$ cat src/rtl/simon_turn_scheduler_if.sv
// Simon turn scheduler bus: controller phase, both button pads,
// and the pattern/score/status outputs toward the datapath.
interface simon_turn_scheduler_if #(
  parameter int SCORE_W = 4
);
  logic               start;
  logic [2:0]         phase_in;
  logic [3:0]         p0_btn;
  logic [3:0]         p1_btn;
  logic               p0_valid;
  logic               p1_valid;
  logic [3:0]         pat_out;
  logic               pat_valid;
  logic               setter;
  logic [SCORE_W-1:0] score0;
  logic [SCORE_W-1:0] score1;
  logic               force_fail;
  logic               game_over;
  logic               winner;

  modport master (
    output start, phase_in,
    output p0_btn, p1_btn, p0_valid, p1_valid,
    input  pat_out, pat_valid, setter,
    input  score0, score1,
    input  force_fail, game_over, winner
  );

  modport slave (
    input  start, phase_in,
    input  p0_btn, p1_btn, p0_valid, p1_valid,
    output pat_out, pat_valid, setter,
    output score0, score1,
    output force_fail, game_over, winner
  );
endinterface

$ cat src/rtl/simon_turn_scheduler.sv
// Two-player Simon turn scheduler: grants the pattern datapath, swaps roles,
// keeps scores. Define SIMON_TIMEOUT_EN to build the repeat-phase timeout.
module simon_turn_scheduler #(
  parameter int SCORE_W     = 4,
  parameter int TIMEOUT_CYC = 1000
) (
  input logic                 clk,
  input logic                 rst,
  simon_turn_scheduler_if.slave bus
);
  typedef enum logic [2:0] {
    IDLE, SET, WATCH, REPEAT, OVER
  } state_t;

  localparam logic [2:0] PH_IN   = 3'b001;
  localparam logic [2:0] PH_PLAY = 3'b010;
  localparam logic [2:0] PH_REP  = 3'b100;
  localparam logic [2:0] PH_DONE = 3'b111;
  localparam logic [SCORE_W-1:0] SMAX = '1;

  if (TIMEOUT_CYC < 2) begin : g_bad_timeout
    $error("TIMEOUT_CYC must be at least 2");
  end

`ifdef SIMON_TIMEOUT_EN
  localparam int CW = (TIMEOUT_CYC > 2) ? $clog2(TIMEOUT_CYC) : 1;
  logic [CW-1:0] cnt;
`endif

  state_t             state;
  logic [3:0]         pat_q;
  logic               pv_q;
  logic               setter_q;
  logic               ff_q;
  logic               go_q;
  logic               win_q;
  logic [SCORE_W-1:0] s0_q;
  logic [SCORE_W-1:0] s1_q;

  logic       phase_ok;
  logic       from_p1;
  logic       press;
  logic [3:0] btn;

  always_comb begin
    phase_ok = 1'b0;
    unique case (bus.phase_in)
      PH_IN, PH_PLAY, PH_REP, PH_DONE: phase_ok = 1'b1;
      default:                         phase_ok = 1'b0;
    endcase
    from_p1 = (state == SET) ? setter_q : ~setter_q;
    btn     = from_p1 ? bus.p1_btn : bus.p0_btn;
    press   = phase_ok
            && (state == SET || state == REPEAT)
            && (from_p1 ? bus.p1_valid : bus.p0_valid);
  end

  always_ff @(posedge clk) begin
    if (rst) begin
      state    <= IDLE;
      pat_q    <= '0;
      pv_q     <= 1'b0;
      setter_q <= 1'b0;
      ff_q     <= 1'b0;
      go_q     <= 1'b0;
      win_q    <= 1'b0;
      s0_q     <= '0;
      s1_q     <= '0;
`ifdef SIMON_TIMEOUT_EN
      cnt      <= '0;
`endif
    end else begin
      pv_q <= press;
      ff_q <= 1'b0;
      if (press) pat_q <= btn;
      unique case (state)
        IDLE, OVER: begin
          if (bus.start) begin
            state    <= SET;
            s0_q     <= '0;
            s1_q     <= '0;
            setter_q <= 1'b0;
            go_q     <= 1'b0;
          end
        end
        SET: begin
          if (bus.phase_in == PH_PLAY) state <= WATCH;
        end
        WATCH: begin
          if (bus.phase_in == PH_REP) begin
            state <= REPEAT;
`ifdef SIMON_TIMEOUT_EN
            cnt   <= '0;
`endif
          end
        end
        REPEAT: begin
          if (bus.phase_in == PH_IN) begin
            state    <= SET;
            setter_q <= ~setter_q;
            // the repeater is the non-setter
            if (setter_q) begin
              if (s0_q != SMAX) s0_q <= s0_q + SCORE_W'(1);
            end else begin
              if (s1_q != SMAX) s1_q <= s1_q + SCORE_W'(1);
            end
          end else if (bus.phase_in == PH_DONE) begin
            state <= OVER;
            go_q  <= 1'b1;
            win_q <= setter_q;
          end
`ifdef SIMON_TIMEOUT_EN
          else if (phase_ok) begin
            if (press) begin
              cnt <= '0;
            end else if (cnt == CW'(TIMEOUT_CYC - 1)) begin
              ff_q  <= 1'b1;
              state <= OVER;
              go_q  <= 1'b1;
              win_q <= setter_q;
            end else begin
              cnt <= cnt + CW'(1);
            end
          end
`endif
        end
        default: state <= IDLE;
      endcase
    end
  end

  assign bus.pat_out    = pat_q;
  assign bus.pat_valid  = pv_q;
  assign bus.setter     = setter_q;
  assign bus.score0     = s0_q;
  assign bus.score1     = s1_q;
  assign bus.force_fail = ff_q;
  assign bus.game_over  = go_q;
  assign bus.winner     = win_q;
endmodule

$ cat src/flat_wrapper.sv
// flat-port wrapper written by rule: the top's interface ports become plain ports
module simon_turn_scheduler_flat 
#(
  parameter int SCORE_W     = 4,
  parameter int TIMEOUT_CYC = 1000
)
  (clk, rst, bus_start, bus_phase_in, bus_p0_btn, bus_p1_btn, bus_p0_valid, bus_p1_valid, bus_pat_out, bus_pat_valid, bus_setter, bus_score0, bus_score1, bus_force_fail, bus_game_over, bus_winner);
  simon_turn_scheduler_if #(.SCORE_W(SCORE_W)) bus_i ();
  input logic clk;
  input logic rst;
  input wire logic [$bits(bus_i.start)-1:0] bus_start;
  input wire logic [$bits(bus_i.phase_in)-1:0] bus_phase_in;
  input wire logic [$bits(bus_i.p0_btn)-1:0] bus_p0_btn;
  input wire logic [$bits(bus_i.p1_btn)-1:0] bus_p1_btn;
  input wire logic [$bits(bus_i.p0_valid)-1:0] bus_p0_valid;
  input wire logic [$bits(bus_i.p1_valid)-1:0] bus_p1_valid;
  output wire logic [$bits(bus_i.pat_out)-1:0] bus_pat_out;
  output wire logic [$bits(bus_i.pat_valid)-1:0] bus_pat_valid;
  output wire logic [$bits(bus_i.setter)-1:0] bus_setter;
  output wire logic [$bits(bus_i.score0)-1:0] bus_score0;
  output wire logic [$bits(bus_i.score1)-1:0] bus_score1;
  output wire logic [$bits(bus_i.force_fail)-1:0] bus_force_fail;
  output wire logic [$bits(bus_i.game_over)-1:0] bus_game_over;
  output wire logic [$bits(bus_i.winner)-1:0] bus_winner;
  assign bus_i.start = bus_start;
  assign bus_i.phase_in = bus_phase_in;
  assign bus_i.p0_btn = bus_p0_btn;
  assign bus_i.p1_btn = bus_p1_btn;
  assign bus_i.p0_valid = bus_p0_valid;
  assign bus_i.p1_valid = bus_p1_valid;
  assign bus_pat_out = bus_i.pat_out;
  assign bus_pat_valid = bus_i.pat_valid;
  assign bus_setter = bus_i.setter;
  assign bus_score0 = bus_i.score0;
  assign bus_score1 = bus_i.score1;
  assign bus_force_fail = bus_i.force_fail;
  assign bus_game_over = bus_i.game_over;
  assign bus_winner = bus_i.winner;
  simon_turn_scheduler #(.SCORE_W(SCORE_W), .TIMEOUT_CYC(TIMEOUT_CYC)) u_core (.clk(clk), .rst(rst), .bus(bus_i));
endmodule
$ cat config.mk
export PLATFORM = sky130hd
export DESIGN_NAME = simon_turn_scheduler_flat
export DESIGN_NICKNAME = d
export VERILOG_FILES = /design/src/rtl/simon_turn_scheduler_if.sv /design/src/rtl/simon_turn_scheduler.sv /design/src/flat_wrapper.sv
export SDC_FILE = /design/constraint.sdc
export NUM_CORES = 1
export LEC_CHECK = 0
export CAP_MARGIN = 20
export CORE_UTILIZATION = 42
export DETAILED_ROUTE_END_ITERATION = 8
export GPL_ROUTABILITY_DRIVEN = 0
export PLACE_DENSITY = 0.79
export SLEW_MARGIN = 20
export SYNTH_ARGS = -nofsm -noshare
export SYNTH_HDL_FRONTEND = slang
export SYNTH_SLANG_ARGS = --single-unit
export TNS_END_PERCENT = 20
$ cat constraint.sdc
create_clock -name clk -period 1.6 [get_ports clk]
set_input_delay 0.32 -clock clk [delete_from_list [all_inputs] [get_ports clk]]
set_output_delay 0.32 -clock clk [all_outputs]
set_load 0.005 [all_outputs]
---- Word-level counts from Yosys, hierarchy flattened ----
Index checks and enable logic that the tools add are counted.
operators by class
  add/sub/neg operators ................... 2
  equal/unequal tests ..................... 21
  muxes and demuxes ....................... 25
  bitwise gates (word level) .............. 2
  reductions and logical operators ........ 13
operators by type and width
  cell                                                    count
  2-to-1 mux 4 bit                                        8
  inequality test 2 bit (second input constant)           8
  one-hot mux 4 bit (2 select lines)                      2
  2-to-1 mux 3 bit                                        5
  one-hot mux 3 bit (4 select lines)                      1
  AND reduction 5 bit                                     2
  equality test 3 x 2 -> 1 bit (second input constant)    3
  equality test 3 bit (second input constant)             3
  adder 4 x 1 -> 4 bit (second input constant)            2
  inequality test 4 bit (second input constant)           2
  AND reduction 4 bit                                     2
  2-to-1 mux 1 bit                                        7
  equality test 3 x 1 -> 1 bit (second input constant)    2
  AND reduction 3 bit                                     2
  inequality test 2 x 1 -> 1 bit (second input constant)  2
  one-hot mux 1 bit (2 select lines)                      2
  OR reduction 4 bit                                      1
  zero test 3 bit                                         1
  inequality test 3 bit (second input constant)           1
  logical AND 1 bit                                       2
  inverter 1 bit                                          2
  nonzero test 2 bit                                      1
  OR reduction 2 bit                                      1
  logical OR 1 bit                                        1
storage, ports and cells
  register bits after elaboration ......... 19
  input port bits ......................... 16
  word-level logic and storage cells ...... 71

---- Logic depth before layout (Yosys ltp) ----
  depth after elaboration ................. 5
  mapped depth ............................ 6
  mapped depth without buffers ............ 5

---- Worst setup path before layout ----
No wires, ideal clock.
  path type ............................... reg-to-reg
  from .................................... register u_core.state[1]
  to ...................................... register u_core.state[1]
  data arrival time ....................... 1.383 ns
  data required time ...................... 1.497 ns
  path slack .............................. 0.114 ns
  stages on the path, launching flop included .. 6
  cells stage by stage .................... dfxtp_1 -> buf_4 -> or3b_1 -> a2bb2oi_2 -> and3_4 -> a2111oi_2
between the ends
  word-level cells in the longest chain between the ends .. 4
  elaborated cells between the ends (all ways) .. 12
RTL lines
  element                                                 RTL line                    source
  start, declared                                         simon_turn_scheduler.sv:30  state_t state;
  start signal, assigned                                  simon_turn_scheduler.sv:60  state <= IDLE;
  start signal, assigned                                  simon_turn_scheduler.sv:79  state <= SET;
  start signal, assigned                                  simon_turn_scheduler.sv:87  if (bus.phase_in == PH_PLAY) state <= WATCH;
  equality test 3 bit or zero test 3 bit (tied branches)  simon_turn_scheduler.sv:76  unique case (state)
  OR reduction 2 bit                                      simon_turn_scheduler.sv:76
  inequality test 2 bit (no line)                         --
  AND reduction 4 bit (no line)                           --
Parallel ways exist; a longest one is shown, timed or not.
A chain may end at the register's enable or synchronous reset.

---- Final worst setup path ----
  from .................................... register u_core.s1_q[3], in the netlist u_core.bus.score1[3]
  to ...................................... output bus_score1[3]
RTL lines
  element                 RTL line                     source
  start, declared         simon_turn_scheduler.sv:38   logic [SCORE_W-1:0] s1_q;
  start signal, assigned  simon_turn_scheduler.sv:105  if (s1_q != SMAX) s1_q <= s1_q + SCORE_W'(1);
  end, declared           flat_wrapper.sv:21           output wire logic [$bits(bus_i.score1)-1:0] bus_score1;
No word-level cell between the ends.

==> metrics.yaml <==
clock_network:
  clockBufferDepth: 2
  cts_tree: "done"
  cts_buffers: 3
  clk_latency_ps: 300
  clock-sinks: 19
  clk_pin_slew_ps: 110
  hold_buffers: 0
  cts-root-buf: "clkbuf_4"
  cts.htree.levels: 1
timing:
  timing.final.crit_share_pct: 97.0
  rsz0062_at_grt: "yes"
  slew_violations: 0
  setup_ws_ps: 47.3
  setup_viol: 0
  finalHoldViolCount: 0
  clock_skew_ps: 0.813
  period_needed_ps: 1550
  fmax_mhz: 644
pwr:
  total_power_mw: 1.82
  ir_worst_vdd_v: 0.000757
  p_leak_nw: 0.688
  power.density_nw_per_um2: 1050
die:
  coreArea_um2: 2540
  start_util_pct: 45.7
  core.rowCount: 18
  ioPinCount: 33
  die_w_um: 54.6
  die_area_um2: 2980
  die_y_um: 54.6
setup_path:
  max_stage_delay_ps: 530
  crit_fanout: 4
  path_depth: 1
  slowest_stage: "clkdlybuf4s50_1"
  r2r_cells: 5
  cp-end-kind: "primary output"
  cp_top_family: "buffers and inverters"
  critPathKind: "reg -> out"
  crit_arrival_ps: 1230
  endpoint: "bus_score1[3]"
  path_cells: "clkdlybuf4s50_1"
  reg2reg_setup_slack_ps: 70
  cp-startpoint: "u_core.bus.score1[3]"
  reg2reg_from: "u_core.state[1]"
  crit_required_ps: 1280
  startpoint_type: "flip-flop"
  rr_endpoint: "u_core.bus.pat_out[3]"
  crit_buf_inv: 1
grt:
  grt_util_all_layers_pct: 21.1
  grt_overflow_total: 0
  first_global_vias: 1095
  grt_max_degree: 21
  antenna_found_initial: 0
  grt_pass1_wl_um: 4570
synth:
  ys.flop_type: "dfxtp_1"
  ys_warn_count: 0
  synth-edff-count: 0
  synth_seq_area_share_pct: 32.7
  synth.cell_area_um2: 1160
  synthCells: 119
  ys_seq_elements: 19
  syn_area_per_cell_um2: 9.78
  synth-async-reset-ratio_pct: 0
  synth_fp_nets: 137
  synth_cell_types: 48
detailed_routing:
  via_count: 1142
  finalWirelength_um: 2910
  postRouteAntennaNets: 0
  drc: 0
  drtIter0Drc: 11
  viasPerCell: 5.68
  dr.pass1.iters: 4
  avgRoutedWirePerCell_um: 14.5
cells_and_area:
  final_common_cell: "clkdlybuf4s50_1"
  antenna_cells: 0
  syn_to_final_growth_pct: 48.8
  regArea_um2: 399
  drive_gt1_share_pct: 34.5
  fill_cells: 210
  multiInputGateArea_um2: 751
  final_nets: 190
  mostFrequentLayoutCells: "clkdlybuf4s50_1, buf_4, a21oi_1"
  fin_area_um2: 1730
hold_path:
  min_path_type: "reg -> reg"
  hold_path_depth: 2
  hold_path_startpoint: "u_core.bus.winner"
place:
  post_dp_cell_area_um2: 1620
  dp_hpwl_um: 2120
  port_buffers: 31
  dp_slack_ps: -453
status:
  outcome: "complete, no violations"
job:
  drv_cap: 0
## synth_stat cells, drive strengths merged, types with 3 or more instances
master	count	area, um2
a21oi	12	60.1
xnor2	3	26.3
nor3	4	20.0
a31oi	3	33.8
mux2i	7	70.1
dfxtp	19	380
a211oi	5	57.6
o21ai	5	25.0
nor3b	5	57.6
buf	5	38.8
nor2	5	18.8
nand2b	4	25.0
and2	3	21.3
inv	3	11.3
## cells by family (layout without fill, tap and decap cells)
family,after synthesis,after routing,synth area share (%)
adders and majority gates,2,2,2.15
AOI/OAI and AO/OA,35,35,24.2
xor gates and xnor gates,5,5,4.95
muxes,8,8,6.99
buffers and inverters,10,62,4.95
DFF,19,19,32.7
and+or+nand+nor,39,39,23.8
other,1,1,0.322
## worst min path at each step
stage,to,slack (ps)
global placement,u_core.bus.winner,460
CTS,u_core.bus.winner,490
detailed placement,u_core.bus.winner,470
global route,u_core.bus.winner,520
finish,u_core.bus.winner,500
floorplan,u_core.bus.winner,460
## report_power, final
part	total [mW]	internal, mW	switching [mW]	leakage (nW)
sequential	0.606	0.536	0.0695	0.160
combinational	0.975	0.553	0.422	0.510
clock	0.244	0.0932	0.151	0.0177
total	1.82	1.18	0.642	0.688
## state kept, by name, summed over array words and instances (netlist names)
register and flops:
u_core.bus.score0 4, u_core.bus.game_over 1, u_core.bus.pat_out 4, u_core.state 3, u_core.bus.winner 1, u_core.bus.score1 4, u_core.bus.pat_valid 1, u_core.bus.setter 1
## layer usage
metal	part of all wire (%)	up-vias	GRT usage, %
met5	0	-	0
met4	1.1	0	6.41
met3	4.0	5	3.33
met2	50	36	37.1
met1	45	546	25.9
li1	-	555	-
## metrics by stage
step	TNS (ps)	std cells	utilization, %	hold slack [ps]
3_3_place_gp	-5100	192	63.7	464
2_1_floorplan	0	119	-	462
5_1_grt	-6.54	201	68.0	522
3_5_place_dp	-5930	192	63.7	474
4_1_cts	0	197	66.0	495
6_report	0	201	68.0	496
## layout make-up
cell class | count | share of cell area [%]
clock inverters | 1 | 0.289
multi-input cells | 90 | 43.4
inverters | 3 | 0.650
clock buffers | 3 | 1.30
well taps | 30 | 2.17
repair buffers | 55 | 29.2
flip-flops and latches | 19 | 23.0
## what timing repair did
item	in CTS	in global routing
endpoints found under the setup margin	17	21
buffers inserted	1	4
resized for setup	13	10
pin swaps	3	2
(Power assumes the default switching activity.)
